--- config.mk ---
export PLATFORM = sky130hd
export DESIGN_NAME = tage_upd_sched_flat
export DESIGN_NICKNAME = d
export VERILOG_FILES = /design/src/rtl/tage_pkg.sv /design/src/rtl/tage_upd_sched_if.sv /design/src/rtl/tage_upd_fifo.sv /design/src/rtl/tage_upd_sched.sv /design/src/flat_wrapper.sv
export SDC_FILE = /design/constraint.sdc
export NUM_CORES = 1
export LEC_CHECK = 0
export ABC_CLOCK_PERIOD_IN_PS = 3800
export CORE_MARGIN = 8
export CORE_UTILIZATION = 61
export DETAILED_ROUTE_END_ITERATION = 10
export GPL_ROUTABILITY_DRIVEN = 0
export PLACE_DENSITY = 0.84
export SKIP_CTS_REPAIR_TIMING = 1
export SYNTH_ARGS = -nofsm -noshare
export SYNTH_HDL_FRONTEND = slang
export SYNTH_HIERARCHICAL = 1
export SYNTH_SLANG_ARGS = --single-unit
--- constraint.sdc ---
create_clock -name i_clk -period 3.8 [get_ports i_clk]
set_input_delay 0.76 -clock i_clk [delete_from_list [all_inputs] [get_ports i_clk]]
set_output_delay 0.76 -clock i_clk [all_outputs]
set_load 0.01 [all_outputs]
--- src/rtl/tage_pkg.sv ---
// rtl/tage_pkg.sv - shared types and helpers for the TAGE update scheduler
package tage_pkg;

   localparam int TAGE_NUM_TABLES = 4;
   localparam int TAGE_PC_W       = 32;
   localparam int TAGE_TBL_W      = $clog2(TAGE_NUM_TABLES + 1);

   typedef enum logic [2:0] {
      OP_CTR_INC  = 3'd0,
      OP_CTR_DEC  = 3'd1,
      OP_U_INC    = 3'd2,
      OP_U_DEC    = 3'd3,
      OP_ALLOC_T  = 3'd4,
      OP_ALLOC_NT = 3'd5
   } tage_op_e;

   typedef struct packed {
      logic [TAGE_PC_W-1:0]       pc;
      logic                       taken;
      logic                       mispred;
      logic [TAGE_TBL_W-1:0]      prov;
      logic                       alt_diff;
      logic [TAGE_NUM_TABLES-1:0] alloc_mask;
   } upd_req_t;

   typedef enum logic [2:0] {
      S_IDLE  = 3'd0,
      S_CTR   = 3'd1,
      S_USE   = 3'd2,
      S_ALLOC = 3'd3,
      S_DECAY = 3'd4
   } sched_state_e;

   // Returns {found, table}: the lowest table above prov whose entry has u==0.
   function automatic logic [TAGE_TBL_W:0] pick_alloc(
      input logic [TAGE_NUM_TABLES-1:0] mask,
      input logic [TAGE_TBL_W-1:0]      prov
   );
      pick_alloc = '0;
      for (int k = TAGE_NUM_TABLES; k >= 1; k--) begin
         if (mask[k-1] && (TAGE_TBL_W'(k) > prov)) begin
            pick_alloc = {1'b1, TAGE_TBL_W'(k)};
         end
      end
   endfunction

endpackage

--- src/rtl/tage_upd_sched_if.sv ---
// rtl/tage_upd_sched_if.sv - update-request, write-command and status signals of the scheduler
interface tage_upd_sched_if
   import tage_pkg::*;
#(
   parameter int NUM_TABLES = TAGE_NUM_TABLES,
   parameter int PC_W       = TAGE_PC_W
);
   localparam int TBL_W = $clog2(NUM_TABLES + 1);

   logic                  i_upd_vld;
   logic                  o_upd_rdy;
   logic [PC_W-1:0]       i_upd_pc;
   logic                  i_upd_taken;
   logic                  i_upd_mispred;
   logic [TBL_W-1:0]      i_upd_prov;
   logic                  i_upd_alt_diff;
   logic [NUM_TABLES-1:0] i_upd_alloc_mask;

   logic                  o_cmd_vld;
   logic                  i_cmd_rdy;
   logic [TBL_W-1:0]      o_cmd_tbl;
   tage_op_e              o_cmd_op;
   logic [PC_W-1:0]       o_cmd_pc;

   logic                  o_busy;
   logic [15:0]           o_decay_cnt;

   modport slave (
      input  i_upd_vld, i_upd_pc, i_upd_taken, i_upd_mispred, i_upd_prov,
             i_upd_alt_diff, i_upd_alloc_mask, i_cmd_rdy,
      output o_upd_rdy, o_cmd_vld, o_cmd_tbl, o_cmd_op, o_cmd_pc, o_busy, o_decay_cnt
   );

   modport master (
      output i_upd_vld, i_upd_pc, i_upd_taken, i_upd_mispred, i_upd_prov,
             i_upd_alt_diff, i_upd_alloc_mask, i_cmd_rdy,
      input  o_upd_rdy, o_cmd_vld, o_cmd_tbl, o_cmd_op, o_cmd_pc, o_busy, o_decay_cnt
   );

endinterface

--- src/rtl/tage_upd_fifo.sv ---
// rtl/tage_upd_fifo.sv - generic valid/ready FIFO, power-of-two depth
module tage_upd_fifo #(
   parameter int W     = 8,
   parameter int DEPTH = 4
) (
   input  logic         i_clk,
   input  logic         i_reset,
   input  logic         i_wr_vld,
   output logic         o_wr_rdy,
   input  logic [W-1:0] i_wr_data,
   output logic         o_rd_vld,
   input  logic         i_rd_rdy,
   output logic [W-1:0] o_rd_data
);
   localparam int AW = $clog2(DEPTH);

   logic [W-1:0] mem_q [DEPTH];
   logic [AW:0]  wr_ptr_q, rd_ptr_q;
   logic         full, empty, push, pop;

   // Extra pointer bit distinguishes full from empty when the indices match.
   assign full  = (wr_ptr_q[AW] != rd_ptr_q[AW]) && (wr_ptr_q[AW-1:0] == rd_ptr_q[AW-1:0]);
   assign empty = (wr_ptr_q == rd_ptr_q);
   assign push  = i_wr_vld && !full;
   assign pop   = i_rd_rdy && !empty;

   assign o_wr_rdy  = !full;
   assign o_rd_vld  = !empty;
   assign o_rd_data = mem_q[rd_ptr_q[AW-1:0]];

   always_ff @(posedge i_clk or negedge i_reset) begin
      if (!i_reset) begin
         wr_ptr_q <= '0;
         rd_ptr_q <= '0;
      end else begin
         if (push) wr_ptr_q <= wr_ptr_q + 1'b1;
         if (pop)  rd_ptr_q <= rd_ptr_q + 1'b1;
      end
   end

   always_ff @(posedge i_clk) begin
      if (push) mem_q[wr_ptr_q[AW-1:0]] <= i_wr_data;
   end

endmodule

--- src/rtl/tage_upd_sched.sv ---
// rtl/tage_upd_sched.sv - TAGE update scheduler: request FIFO plus single-port write sequencer
module tage_upd_sched
   import tage_pkg::*;
#(
   parameter int NUM_TABLES = TAGE_NUM_TABLES,
   parameter int FIFO_DEPTH = 4,
   parameter int PC_W       = TAGE_PC_W
) (
   input  logic            i_clk,
   input  logic            i_reset,
   tage_upd_sched_if.slave bus
);
   localparam int               TBL_W    = $clog2(NUM_TABLES + 1);
   localparam logic [TBL_W-1:0] LAST_TBL = TBL_W'(NUM_TABLES);

   sched_state_e     state_q;
   upd_req_t         in_req, head_req, wk_q;
   logic             fifo_vld, fifo_pop, fifo_wr_rdy;
   logic             cmd_vld_q;
   logic [TBL_W-1:0] cmd_tbl_q, cursor_q, next_tbl;
   tage_op_e         cmd_op_q, alloc_op;
   logic [TBL_W:0]   pick;
   logic             accept, use_needed, alloc_needed;
   logic [15:0]      decay_cnt_q;

   // Illegal provider ids are folded to the bimodal table on entry.
   always_comb begin
      in_req            = '0;
      in_req.pc         = bus.i_upd_pc;
      in_req.taken      = bus.i_upd_taken;
      in_req.mispred    = bus.i_upd_mispred;
      in_req.prov       = (bus.i_upd_prov > LAST_TBL) ? '0 : bus.i_upd_prov;
      in_req.alt_diff   = bus.i_upd_alt_diff;
      in_req.alloc_mask = bus.i_upd_alloc_mask;
   end

   assign fifo_pop = (state_q == S_IDLE);

   tage_upd_fifo #(
      .W     ($bits(upd_req_t)),
      .DEPTH (FIFO_DEPTH)
   ) u_fifo (
      .i_clk     (i_clk),
      .i_reset   (i_reset),
      .i_wr_vld  (bus.i_upd_vld),
      .o_wr_rdy  (fifo_wr_rdy),
      .i_wr_data (in_req),
      .o_rd_vld  (fifo_vld),
      .i_rd_rdy  (fifo_pop),
      .o_rd_data (head_req)
   );

   assign accept       = cmd_vld_q && bus.i_cmd_rdy;
   assign use_needed   = (wk_q.prov != '0) && wk_q.alt_diff;
   assign alloc_needed = wk_q.mispred && (wk_q.prov < LAST_TBL);
   assign pick         = pick_alloc(wk_q.alloc_mask, wk_q.prov);
   assign next_tbl     = wk_q.prov + 1'b1;
   assign alloc_op     = wk_q.taken ? OP_ALLOC_T : OP_ALLOC_NT;

   // Each state arms the next command on the accepting edge so a sequence runs without bubbles.
   always_ff @(posedge i_clk or negedge i_reset) begin
      if (!i_reset) begin
         state_q     <= S_IDLE;
         wk_q        <= '0;
         cursor_q    <= '0;
         cmd_vld_q   <= 1'b0;
         cmd_tbl_q   <= '0;
         cmd_op_q    <= OP_CTR_INC;
         decay_cnt_q <= '0;
      end else begin
         case (state_q)
            S_IDLE: begin
               if (fifo_vld) begin
                  wk_q      <= head_req;
                  state_q   <= S_CTR;
                  cmd_vld_q <= 1'b1;
                  cmd_tbl_q <= head_req.prov;
                  cmd_op_q  <= head_req.taken ? OP_CTR_INC : OP_CTR_DEC;
               end
            end
            S_CTR: begin
               if (accept) begin
                  if (use_needed) begin
                     state_q  <= S_USE;
                     cmd_op_q <= wk_q.mispred ? OP_U_DEC : OP_U_INC;
                  end else if (alloc_needed) begin
                     state_q   <= S_ALLOC;
                     cmd_vld_q <= pick[TBL_W];
                     cmd_tbl_q <= pick[TBL_W-1:0];
                     cmd_op_q  <= alloc_op;
                  end else begin
                     state_q   <= S_IDLE;
                     cmd_vld_q <= 1'b0;
                  end
               end
            end
            S_USE: begin
               if (accept) begin
                  if (alloc_needed) begin
                     state_q   <= S_ALLOC;
                     cmd_vld_q <= pick[TBL_W];
                     cmd_tbl_q <= pick[TBL_W-1:0];
                     cmd_op_q  <= alloc_op;
                  end else begin
                     state_q   <= S_IDLE;
                     cmd_vld_q <= 1'b0;
                  end
               end
            end
            S_ALLOC: begin
               // No free entry above the provider: age every higher table instead.
               if (!pick[TBL_W]) begin
                  state_q   <= S_DECAY;
                  cursor_q  <= next_tbl;
                  cmd_vld_q <= 1'b1;
                  cmd_tbl_q <= next_tbl;
                  cmd_op_q  <= OP_U_DEC;
                  if (decay_cnt_q != 16'hFFFF) decay_cnt_q <= decay_cnt_q + 16'd1;
               end else if (accept) begin
                  state_q   <= S_IDLE;
                  cmd_vld_q <= 1'b0;
               end
            end
            S_DECAY: begin
               if (accept) begin
                  if (cursor_q == LAST_TBL) begin
                     state_q   <= S_IDLE;
                     cmd_vld_q <= 1'b0;
                  end else begin
                     cursor_q  <= cursor_q + 1'b1;
                     cmd_tbl_q <= cursor_q + 1'b1;
                  end
               end
            end
            default: begin
               state_q   <= S_IDLE;
               cmd_vld_q <= 1'b0;
            end
         endcase
      end
   end

   assign bus.o_upd_rdy   = fifo_wr_rdy;
   assign bus.o_cmd_vld   = cmd_vld_q;
   assign bus.o_cmd_tbl   = cmd_tbl_q;
   assign bus.o_cmd_op    = cmd_op_q;
   assign bus.o_cmd_pc    = PC_W'(wk_q.pc);
   assign bus.o_busy      = (state_q != S_IDLE) || fifo_vld;
   assign bus.o_decay_cnt = decay_cnt_q;

   a_prov_legal: assert property (@(posedge i_clk) disable iff (!i_reset)
      (bus.i_upd_vld && bus.o_upd_rdy) |-> (bus.i_upd_prov <= LAST_TBL));

endmodule

--- src/flat_wrapper.sv ---
// flat-port wrapper written by rule: the top's interface ports become plain ports
module tage_upd_sched_flat import tage_pkg::*;
#(
   parameter int NUM_TABLES = TAGE_NUM_TABLES,
   parameter int FIFO_DEPTH = 4,
   parameter int PC_W       = TAGE_PC_W
)
  (i_clk, i_reset, bus_i_upd_vld, bus_i_upd_pc, bus_i_upd_taken, bus_i_upd_mispred, bus_i_upd_prov, bus_i_upd_alt_diff, bus_i_upd_alloc_mask, bus_i_cmd_rdy, bus_o_upd_rdy, bus_o_cmd_vld, bus_o_cmd_tbl, bus_o_cmd_op, bus_o_cmd_pc, bus_o_busy, bus_o_decay_cnt);
  tage_upd_sched_if #(.NUM_TABLES(NUM_TABLES), .PC_W(PC_W)) bus_i ();
  input  logic i_clk;
  input  logic i_reset;
  input wire logic [$bits(bus_i.i_upd_vld)-1:0] bus_i_upd_vld;
  input wire logic [$bits(bus_i.i_upd_pc)-1:0] bus_i_upd_pc;
  input wire logic [$bits(bus_i.i_upd_taken)-1:0] bus_i_upd_taken;
  input wire logic [$bits(bus_i.i_upd_mispred)-1:0] bus_i_upd_mispred;
  input wire logic [$bits(bus_i.i_upd_prov)-1:0] bus_i_upd_prov;
  input wire logic [$bits(bus_i.i_upd_alt_diff)-1:0] bus_i_upd_alt_diff;
  input wire logic [$bits(bus_i.i_upd_alloc_mask)-1:0] bus_i_upd_alloc_mask;
  input wire logic [$bits(bus_i.i_cmd_rdy)-1:0] bus_i_cmd_rdy;
  output wire logic [$bits(bus_i.o_upd_rdy)-1:0] bus_o_upd_rdy;
  output wire logic [$bits(bus_i.o_cmd_vld)-1:0] bus_o_cmd_vld;
  output wire logic [$bits(bus_i.o_cmd_tbl)-1:0] bus_o_cmd_tbl;
  output wire logic [$bits(bus_i.o_cmd_op)-1:0] bus_o_cmd_op;
  output wire logic [$bits(bus_i.o_cmd_pc)-1:0] bus_o_cmd_pc;
  output wire logic [$bits(bus_i.o_busy)-1:0] bus_o_busy;
  output wire logic [$bits(bus_i.o_decay_cnt)-1:0] bus_o_decay_cnt;
  assign bus_i.i_upd_vld = bus_i_upd_vld;
  assign bus_i.i_upd_pc = bus_i_upd_pc;
  assign bus_i.i_upd_taken = bus_i_upd_taken;
  assign bus_i.i_upd_mispred = bus_i_upd_mispred;
  assign bus_i.i_upd_prov = bus_i_upd_prov;
  assign bus_i.i_upd_alt_diff = bus_i_upd_alt_diff;
  assign bus_i.i_upd_alloc_mask = bus_i_upd_alloc_mask;
  assign bus_i.i_cmd_rdy = bus_i_cmd_rdy;
  assign bus_o_upd_rdy = bus_i.o_upd_rdy;
  assign bus_o_cmd_vld = bus_i.o_cmd_vld;
  assign bus_o_cmd_tbl = bus_i.o_cmd_tbl;
  assign bus_o_cmd_op = bus_i.o_cmd_op;
  assign bus_o_cmd_pc = bus_i.o_cmd_pc;
  assign bus_o_busy = bus_i.o_busy;
  assign bus_o_decay_cnt = bus_i.o_decay_cnt;
  tage_upd_sched #(.NUM_TABLES(NUM_TABLES), .FIFO_DEPTH(FIFO_DEPTH), .PC_W(PC_W)) u_core (.i_clk(i_clk), .i_reset(i_reset), .bus(bus_i));
endmodule
; ---- Word level (Yosys, flattened, before mapping)
; Memory sizes are Yosys's and may differ from the RTL's.
; Cells that the tools add are included.
[totals]
reg_bits = 77
ram_bits = 168
in_bits = 46
output_inout_bits = 57
elab_cells = 119
mem_count = 1
[classes]
addsub = 5
order_cmp = 6
eq_ne = 18
n_mux = 47
n_bitwise = 2
n_reduce_logical = 26
[memory_table]
columns = memory, words, word_bits, read_ports, rd_ports_with_merged_regs, write_ports, line_no
row1 = u_core.u_fifo.mem_q, 4, 42, 1, 0, 1, tage_upd_fifo.sv:17  ; logic [W-1:0] mem_q [DEPTH];
[op_table]
columns = cell, count
row1 = two-way mux 3 bit, 23
row2 = one-hot mux 3 bit (5 select lines), 2
row3 = adder 16 x 1 -> 16 bit (second input constant), 1
row4 = two-way mux 4 bit, 4
row5 = inequality test 16 bit (second input constant), 1
row6 = two-way mux 1 bit, 14
row7 = adder 3 x 1 -> 3 bit (second input constant), 4
row8 = one-hot mux 3 bit (4 select lines), 1
row9 = logical AND 1 bit, 10
row10 = inequality test 2 x 1 -> 1 bit (second input constant), 4
row11 = inequality test 2 bit (second input constant), 4
row12 = AND reduction 8 bit, 1
row13 = AND reduction 7 bit, 1
row14 = equality test 3 x 2 -> 1 bit (second input constant), 2
row15 = equality test 3 bit (second input constant), 2
row16 = > comparator 2 x 3 -> 1 bit (first input constant), 2
row17 = one-hot mux 3 bit (2 select lines), 1
row18 = AND reduction 6 bit, 1
row19 = nonzero test 3 bit, 2
row20 = one-hot mux 1 bit (5 select lines), 1
row21 = AND reduction 5 bit, 1
row22 = nonzero test 5 bit, 1
row23 = AND reduction 4 bit, 1
row24 = nonzero test 4 bit, 1
row25 = 17 further kinds, 19

; ---- Depth between registers and ports, before layout
; Gate-level depths: netlist (run 1).
[depth]
word_depth = 10
mapped_depth = 10
mapped_depth_nobuf = 8

; ---- Modules after synthesis
; Netlist (run 1), hierarchy kept.
[modules_own_cells]
columns = module, n_inst, cells_each, area_each_um2, seq_area_each_um2
row1 = tage_upd_fifo, 1, 267, 6543.8, 5195.0
row2 = tage_upd_sched, 1, 344, 3816.2, 1776.7

; ---- Worst setup path after synthesis (run 1)
; Ideal clock, no wire load.
[synth_timing]
path_kind = register to register
startpoint = register u_core.u_fifo.rd_ptr_q[0]
endpoint = memory u_core/u_fifo/mem_q[1][0] (netlist name) (enable)
setup_time_ns = 0.404
arrival_time_ns = 2.040
t_required_ns = 3.396
path_slack_ns = 1.356
path_stages_with_launch = 5
n_path_buf = 1
period_less_slack_ns = 2.444
path_cell_list = dfrtp_1 -> buf_4 -> xor2_4 -> or3_4 -> and3_1
[synth_between]
elab_chain_len = 6
[synth_rtl]
columns = element, line_no
row1 = "start, declared", tage_upd_fifo.sv:18  ; logic [AW:0] wr_ptr_q, rd_ptr_q;
row2 = "start signal, assigned", tage_upd_fifo.sv:37  ; if (pop) rd_ptr_q <= rd_ptr_q + 1'b1;
row3 = equality test 2 bit, tage_upd_fifo.sv:22  ; assign full = (wr_ptr_q[AW] != rd_ptr_q[AW]) && (wr_ptr_q[AW-1:0] == rd_ptr_q[AW-1:0]);
row4 = logical AND 1 bit, tage_upd_fifo.sv:22
row5 = zero test 1 bit, n/a
row6 = via bus_o_upd_rdy, flat_wrapper.sv:20  ; output wire logic [$bits(bus_i.o_upd_rdy)-1:0] bus_o_upd_rdy;
row7 = logical AND 1 bit, tage_upd_fifo.sv:24  ; assign push = i_wr_vld && !full;
row8 = two-way mux 1 bit, tage_upd_fifo.sv:42  ; if (push) mem_q[wr_ptr_q[AW-1:0]] <= i_wr_data;
row9 = two-way mux 1 bit (implied by the code), tage_upd_fifo.sv:42
row10 = "end, declared", tage_upd_fifo.sv:17
; The timed path passes the listed nets, and every way through them passes these cells.

; ---- Final worst setup path (run 1)
[layout_timing]
startpoint = register u_core.u_fifo.wr_ptr_q[0]
endpoint = output port bus_o_busy
[layout_between]
elab_chain_len = 3
[layout_rtl]
columns = element, line_no
row1 = "start, declared", tage_upd_fifo.sv:18
row2 = "start signal, assigned", tage_upd_fifo.sv:36  ; if (push) wr_ptr_q <= wr_ptr_q + 1'b1;
row3 = equality test 3 bit, tage_upd_fifo.sv:23  ; assign empty = (wr_ptr_q == rd_ptr_q);
row4 = zero test 1 bit, tage_upd_fifo.sv:28  ; assign o_rd_vld = !empty;
row5 = via u_core.fifo_vld, tage_upd_sched.sv:18  ; logic fifo_vld, fifo_pop, fifo_wr_rdy;
row6 = logical OR 1 bit, tage_upd_sched.sv:148  ; assign bus.o_busy = (state_q != S_IDLE) || fifo_vld;
row7 = "end, declared", flat_wrapper.sv:25  ; output wire logic [$bits(bus_i.o_busy)-1:0] bus_o_busy;
; The timed path passes the listed nets, and every way through them passes these cells.

==> results of run 1 <==
-- state kept, by name, summed over array words and instances, names as in the netlist --
signal                  cells
u_core/bus.o_decay_cnt     16
u_core/bus.o_cmd_op         3
u_core/u_fifo/rd_ptr_q      3
u_core/cursor_q             3
u_core/bus.o_cmd_tbl        3
u_core/bus.o_cmd_vld        1
u_core/state_q              3
u_core/u_fifo/wr_ptr_q      3
u_core/wk_q                10
u_core/bus.o_cmd_pc        32
u_core/u_fifo/mem_q       168
-- cells in the mapped netlist, drive strengths merged (4+ instances only) --
master,count
a21oi,18
and2,5
and3,9
buf,55
clkbuf,4
dfrtp,77
edfxtp,168
ha,10
inv,14
mux2,42
mux4,42
nand2,32
nand2b,4
nand3,4
nand4,8
nor2,10
nor2b,4
nor3,5
o21ai,18
o31ai,7
or3,5
xnor2,20
xor2,7
-- stage by stage --
step / util / hold slack [ps]
floorplan: - / 450
global placement: 0.682 / 463
detailed placement: 0.682 / 474
CTS: 0.732 / 479
global route: 0.732 / 507
finish: 0.732 / 438
-- report_power, final --
group          total, W  switching, W  internal, W
registers       0.00334      0.000109      0.00323
logic          0.000621      0.000383     0.000238
clock network   0.00241      0.000960      0.00145
total           0.00637       0.00145      0.00492
-- layout make-up --
class	count	area, um^2
clock inverter	12	111
timing repair buffer	109	1080
multi-input combinational	293	2920
inverter	14	52.6
clock buffer	33	716
tap	220	275
fill	966	4450
sequential	245	6980
-- routing by layer --
| metal | routed length (um) | vias to the layer above | track usage |
|---|---|---|---|
| li1 | - | 2462 | - |
| met1 | 8230 | 2847 | 0.239 |
| met2 | 10400 | 224 | 0.328 |
| met3 | 1410 | 41 | 0.0433 |
| met4 | 496 | 0 | 0.0639 |
| met5 | 0 | - | 0 |
-- path summary, 6_finish.rpt --
| kind | startpoint | end | slack (ps) | cells after the start |
|---|---|---|---|---|
| worst max-delay path | u_core/u_fifo/wr_ptr_q[0] | bus_o_busy | 480 | 4 |
| worst min-delay path | i_reset | u_core/bus.o_decay_cnt[4] | 440 | 1 |
| worst max register to register | u_core/state_q[1] | u_core/bus.o_cmd_pc[16] | 1160 | 5 |
| worst min register to register | u_core/bus.o_cmd_op[1] | u_core/bus.o_cmd_op[1] | 480 | 1 |
| max in group asynchronous | i_reset | u_core/u_fifo/rd_ptr_q[0] | 2550 | 1 |
| min in group i_clk | u_core/bus.o_cmd_op[1] | u_core/bus.o_cmd_op[1] | 480 | 1 |
-- cells by family after synthesis --
| group | share of synthesized area |
|---|---|
| AOI/OAI and AO/OA | 0.0470 |
| xor gates and xnor gates | 0.0264 |
| muxes | 0.141 |
| buffers and inverters | 0.0455 |
| and+or+nand+nor | 0.0554 |
| adders and majority gates | 0.0121 |
| DFF | 0.673 |
==> flow_summary.ini, run 1 <==
[sta]
tightest_slew_ps = 1060
setup_viol = 0
finalWorstSetupSlack_ps = 480
slew_headroom = 0.293
final_max_slew_viol_count = 0
fmax_mhz = 301
rsz0062_at_grt = false
period_minus_slack_ps = 3320
fin_setup_tns_ps = 0
min_period_over_period = 0.874
clock_skew_ps = 15.9
hold_viol_final = 0

[worst_setup_path]
crit_path_frequent_cell = or3_1
slowest_stage = dfrtp_1
criticalPathCategory = reg2out
startpoint_type = flip-flop
crit_family = simple AND/OR/NAND/NOR gates
cp_num_buf_inv = 1
path_max_fanout = 9
crit_path_end_kind = output pin
cp.required_ps = 3040
path_cells = xor2_4, or3_1, or3_1, clkdlybuf4s50_1
cp.arrival_ps = 2560
cpPeakStageDelay_ps = 500

[clock_network]
clkSinkCount = 245
tritoncts = yes
clock_path_buffers = 3
numCtsBuffers = 25
insertion_delay_ps = 510
cts-root-buf = clkbuf_16
clkTransAtPathRegs_ps = 60
h-tree-depth = 1

[power]
finalPower_w = 0.00637
p_per_area_nw_per_um2 = 525
peakVddDrop_mv = 0.540
p_leak_nw = 4.51

[run]
max-cap-violations = 0

[final_layout]
final_cell_mix = 168 x edfxtp_1, 101 x clkdlybuf4s50_1, 75 x dfrtp_1
drive_above_1_share = 0.177
nets = 744
layout_commonest_cell = edfxtp_1
fin_area_um2 = 12100
syn2layout_area_growth_pct = 17.1
diodes = 0
fin_cells = 926

[global_route]
grt.total_usage = 0.192
antenna_found_initial = 0
grt_max_degree = 78
overflow = 0
grt_pass1_vias = 5998
grt_first_pass_wirelength_mm = 32.6

[drt]
antenna_left = 0
num_vias = 5574
detail_route.first_pass.iterations = 4
via_per_inst = 6.02
drc = 0
wire_per_inst_um = 22.2
first_iter_violations = 429
wl_mm = 20.5

[logic_synthesis]
synth_area_per_cell_um2 = 17.0
synth_area_um2 = 10400
synth_top_area_frac = 0.487
synth_edf_count = 168
async_flop_share = 0.314
synth.yosys.seq_area_share = 0.673
syn_inst = 611
syn_nets = 667
ys_ff_latch = 245
ys.flop_type = edfxtp_1
yosysTopAreaCell = edfxtp_1
ys_types = 70
synth.area.top_cells = edfxtp_1 49%, dfrtp_1 19%, mux4_2 9.1%, mux2_1 3.5%, buf_4 3.1%
yosysWarnings = 6

[floorplanning]
core_um2 = 16600
dieArea_um2 = 21400
fp.dieW_um = 146
start_util = 0.625
io_pins = 103
rows = 47
die_h_um = 146

[place]
dp_cells = 881
portBuffers = 102
pre_cts_ws_ps = 1000
placed_area_um2 = 11300
hpwl_mm = 12.3

[worst_hold_path]
hp-class = in2async

[outcome]
outcome = complete, no violations
Note: power is estimated with default switching activity, not from simulation.
==> run 2, diff against run 1 <==
--- a/config.mk
+++ b/config.mk
@@ -5,12 +5,12 @@
 export SDC_FILE = /design/constraint.sdc
 export NUM_CORES = 1
 export LEC_CHECK = 0
-export ABC_CLOCK_PERIOD_IN_PS = 3800
+export ABC_CLOCK_PERIOD_IN_PS = 3500
 export CORE_MARGIN = 8
-export CORE_UTILIZATION = 61
+export CORE_UTILIZATION = 57
 export DETAILED_ROUTE_END_ITERATION = 10
 export GPL_ROUTABILITY_DRIVEN = 0
-export PLACE_DENSITY = 0.84
+export PLACE_DENSITY = 0.79
 export SKIP_CTS_REPAIR_TIMING = 1
 export SYNTH_ARGS = -nofsm -noshare
 export SYNTH_HDL_FRONTEND = slang
==> constraint.sdc (replaced) <==
create_clock -name i_clk -period 3.5 [get_ports i_clk]
set_input_delay 0.7 -clock i_clk [delete_from_list [all_inputs] [get_ports i_clk]]
set_output_delay 0.7 -clock i_clk [all_outputs]
set_load 0.01 [all_outputs]
==> flow_summary.ini, run 2 (synthesis results as in run 1) <==
[outcome]
outcome = complete, no violations

[floorplanning]
rows = 49
io_pins = 103
fp.dieW_um = 151
start_util = 0.579
die_h_um = 151
core_um2 = 17900
dieArea_um2 = 22700

[final_layout]
num-fill-cells = 1157
diodes = 0
syn2layout_area_growth_pct = 18.0
layout_commonest_cell = edfxtp_1
drive_above_1_share = 0.179
fin_area_um2 = 12200
finish.utilization = 0.683
nets = 746
final_cell_mix = 168 x edfxtp_1, 101 x clkdlybuf4s50_1, 75 x dfrtp_1
largest_reg_flops = 168

[sta]
setup_viol = 0
min_period_over_period = 0.942
clock_skew_ps = 9.71
rsz0062_at_grt = false
tightest_slew_ps = 1010
period_minus_slack_ps = 3300
fin_setup_tns_ps = 0
hold_viol_final = 0
hold_ws_ps = 345
fmax_mhz = 303
final_max_slew_viol_count = 0
slew_headroom = 0.330

[place]
placed_area_um2 = 11300
hpwl_mm = 12.3
portBuffers = 102

[clock_network]
clock_path_buffers = 3
h-tree-depth = 1
tritoncts = yes
cts-root-buf = clkbuf_16
numCtsBuffers = 25
clkTransAtPathRegs_ps = 60
insertion_delay_ps = 530
clkSinkCount = 245

[run]
max-cap-violations = 0

[worst_setup_path]
cp.arrival_ps = 2600
slowest_stage = dfrtp_1
startpoint_type = flip-flop
criticalPathCategory = reg2out
path_cells = xor2_4, or3_1, or3_1, clkdlybuf4s50_1
reg2reg_depth = 7
cp_num_buf_inv = 1
crit_family = simple AND/OR/NAND/NOR gates
crit_cells = 4
cpPeakStageDelay_ps = 500
cp.required_ps = 2800
ff2ff_setup_slack_ps = 970
path_max_fanout = 9
crit_path_end_kind = output pin
crit_path_frequent_cell = or3_1

[drt]
antenna_left = 0
wire_per_inst_um = 20.8
num_vias = 5452
drc = 0
wl_mm = 19.5
first_iter_violations = 310
via_per_inst = 5.81
detail_route.first_pass.iterations = 5

[global_route]
grt_first_pass_wirelength_mm = 30.8
grt_max_degree = 78
overflow = 0
grt_pass1_vias = 5734
antenna_found_initial = 1
grt.total_usage = 0.175

[power]
peakVddDrop_mv = 0.467
p_leak_nw = 4.54
p_per_area_nw_per_um2 = 580

[worst_hold_path]
hp-class = in2async
run 2: changes by cell type in the layout (fill, tap and decap cells not counted), sizes merged:
cell      previous run  this run
buf                  8        10
bufinv               2         4
clkinvlp             2         3
clkinv               8         4
clkbuf              33        34
inv                 14        15
run 2: worst paths after layout:
check	from	end
hold reg to reg	u_core/bus.o_cmd_pc[11]	u_core/bus.o_cmd_pc[11]
min in group i_clk	u_core/bus.o_cmd_pc[11]	u_core/bus.o_cmd_pc[11]
setup / recovery	u_core/u_fifo/wr_ptr_q[0]	bus_o_busy
hold / removal	i_reset	u_core/bus.o_decay_cnt[10]
max in group asynchronous	i_reset	u_core/u_fifo/rd_ptr_q[0]
setup reg to reg	u_core/u_fifo/rd_ptr_q[0]	u_core/bus.o_cmd_tbl[0]
run 2: worst reg2reg max path, cell delays in order (launching register included):
cell and delay, ps:
dfrtp_4 450, buf_4 690, mux4_2 640, nand2_1 80, o21ai_0 80, nand2_1 70
o21ai_0 110, mux2_4 300
run 2: layout make-up:
| cell class | instances | area [um^2] | area share |
|---|---|---|---|
| sequential | 245 | 6980 | 0.571 |
| multi-input combinational | 293 | 2920 | 0.239 |
| timing repair buffer | 111 | 1100 | 0.0899 |
| clock buffer | 34 | 709 | 0.0580 |
| tap | 229 | 287 | 0.0234 |
| clock inverter | 12 | 180 | 0.0147 |
| inverter | 14 | 52.6 | 0.00430 |
run 2: report_power, final:
part / total (W) / switching [W] / internal [W] / leakage, nW
sequential: 0.00362 / 0.000114 / 0.00351 / 2.59
combinational: 0.000670 / 0.000414 / 0.000256 / 1.52
clock: 0.00280 / 0.00107 / 0.00172 / 0.426
run 2: metal layers:
metal | global-route usage | part of all wire | vias to the layer above | wire [um]
li1 | - | - | 2459 | -
met1 | 0.221 | 0.40 | 2785 | 7790
met2 | 0.306 | 0.52 | 178 | 10200
met3 | 0.0320 | 0.056 | 28 | 1090
met4 | 0.0480 | 0.021 | 2 | 411
met5 | 0 | 0.00051 | - | 10
run 2: through the flow:
step	total power (W)	std cells	setup WS [ps]
2_1_floorplan	0.00403	611	1060
3_3_place_gp	0.00428	892	772
3_5_place_dp	0.00434	892	752
4_1_cts	0.00716	938	195
5_1_grt	0.00734	938	104
6_report	0.00709	938	202
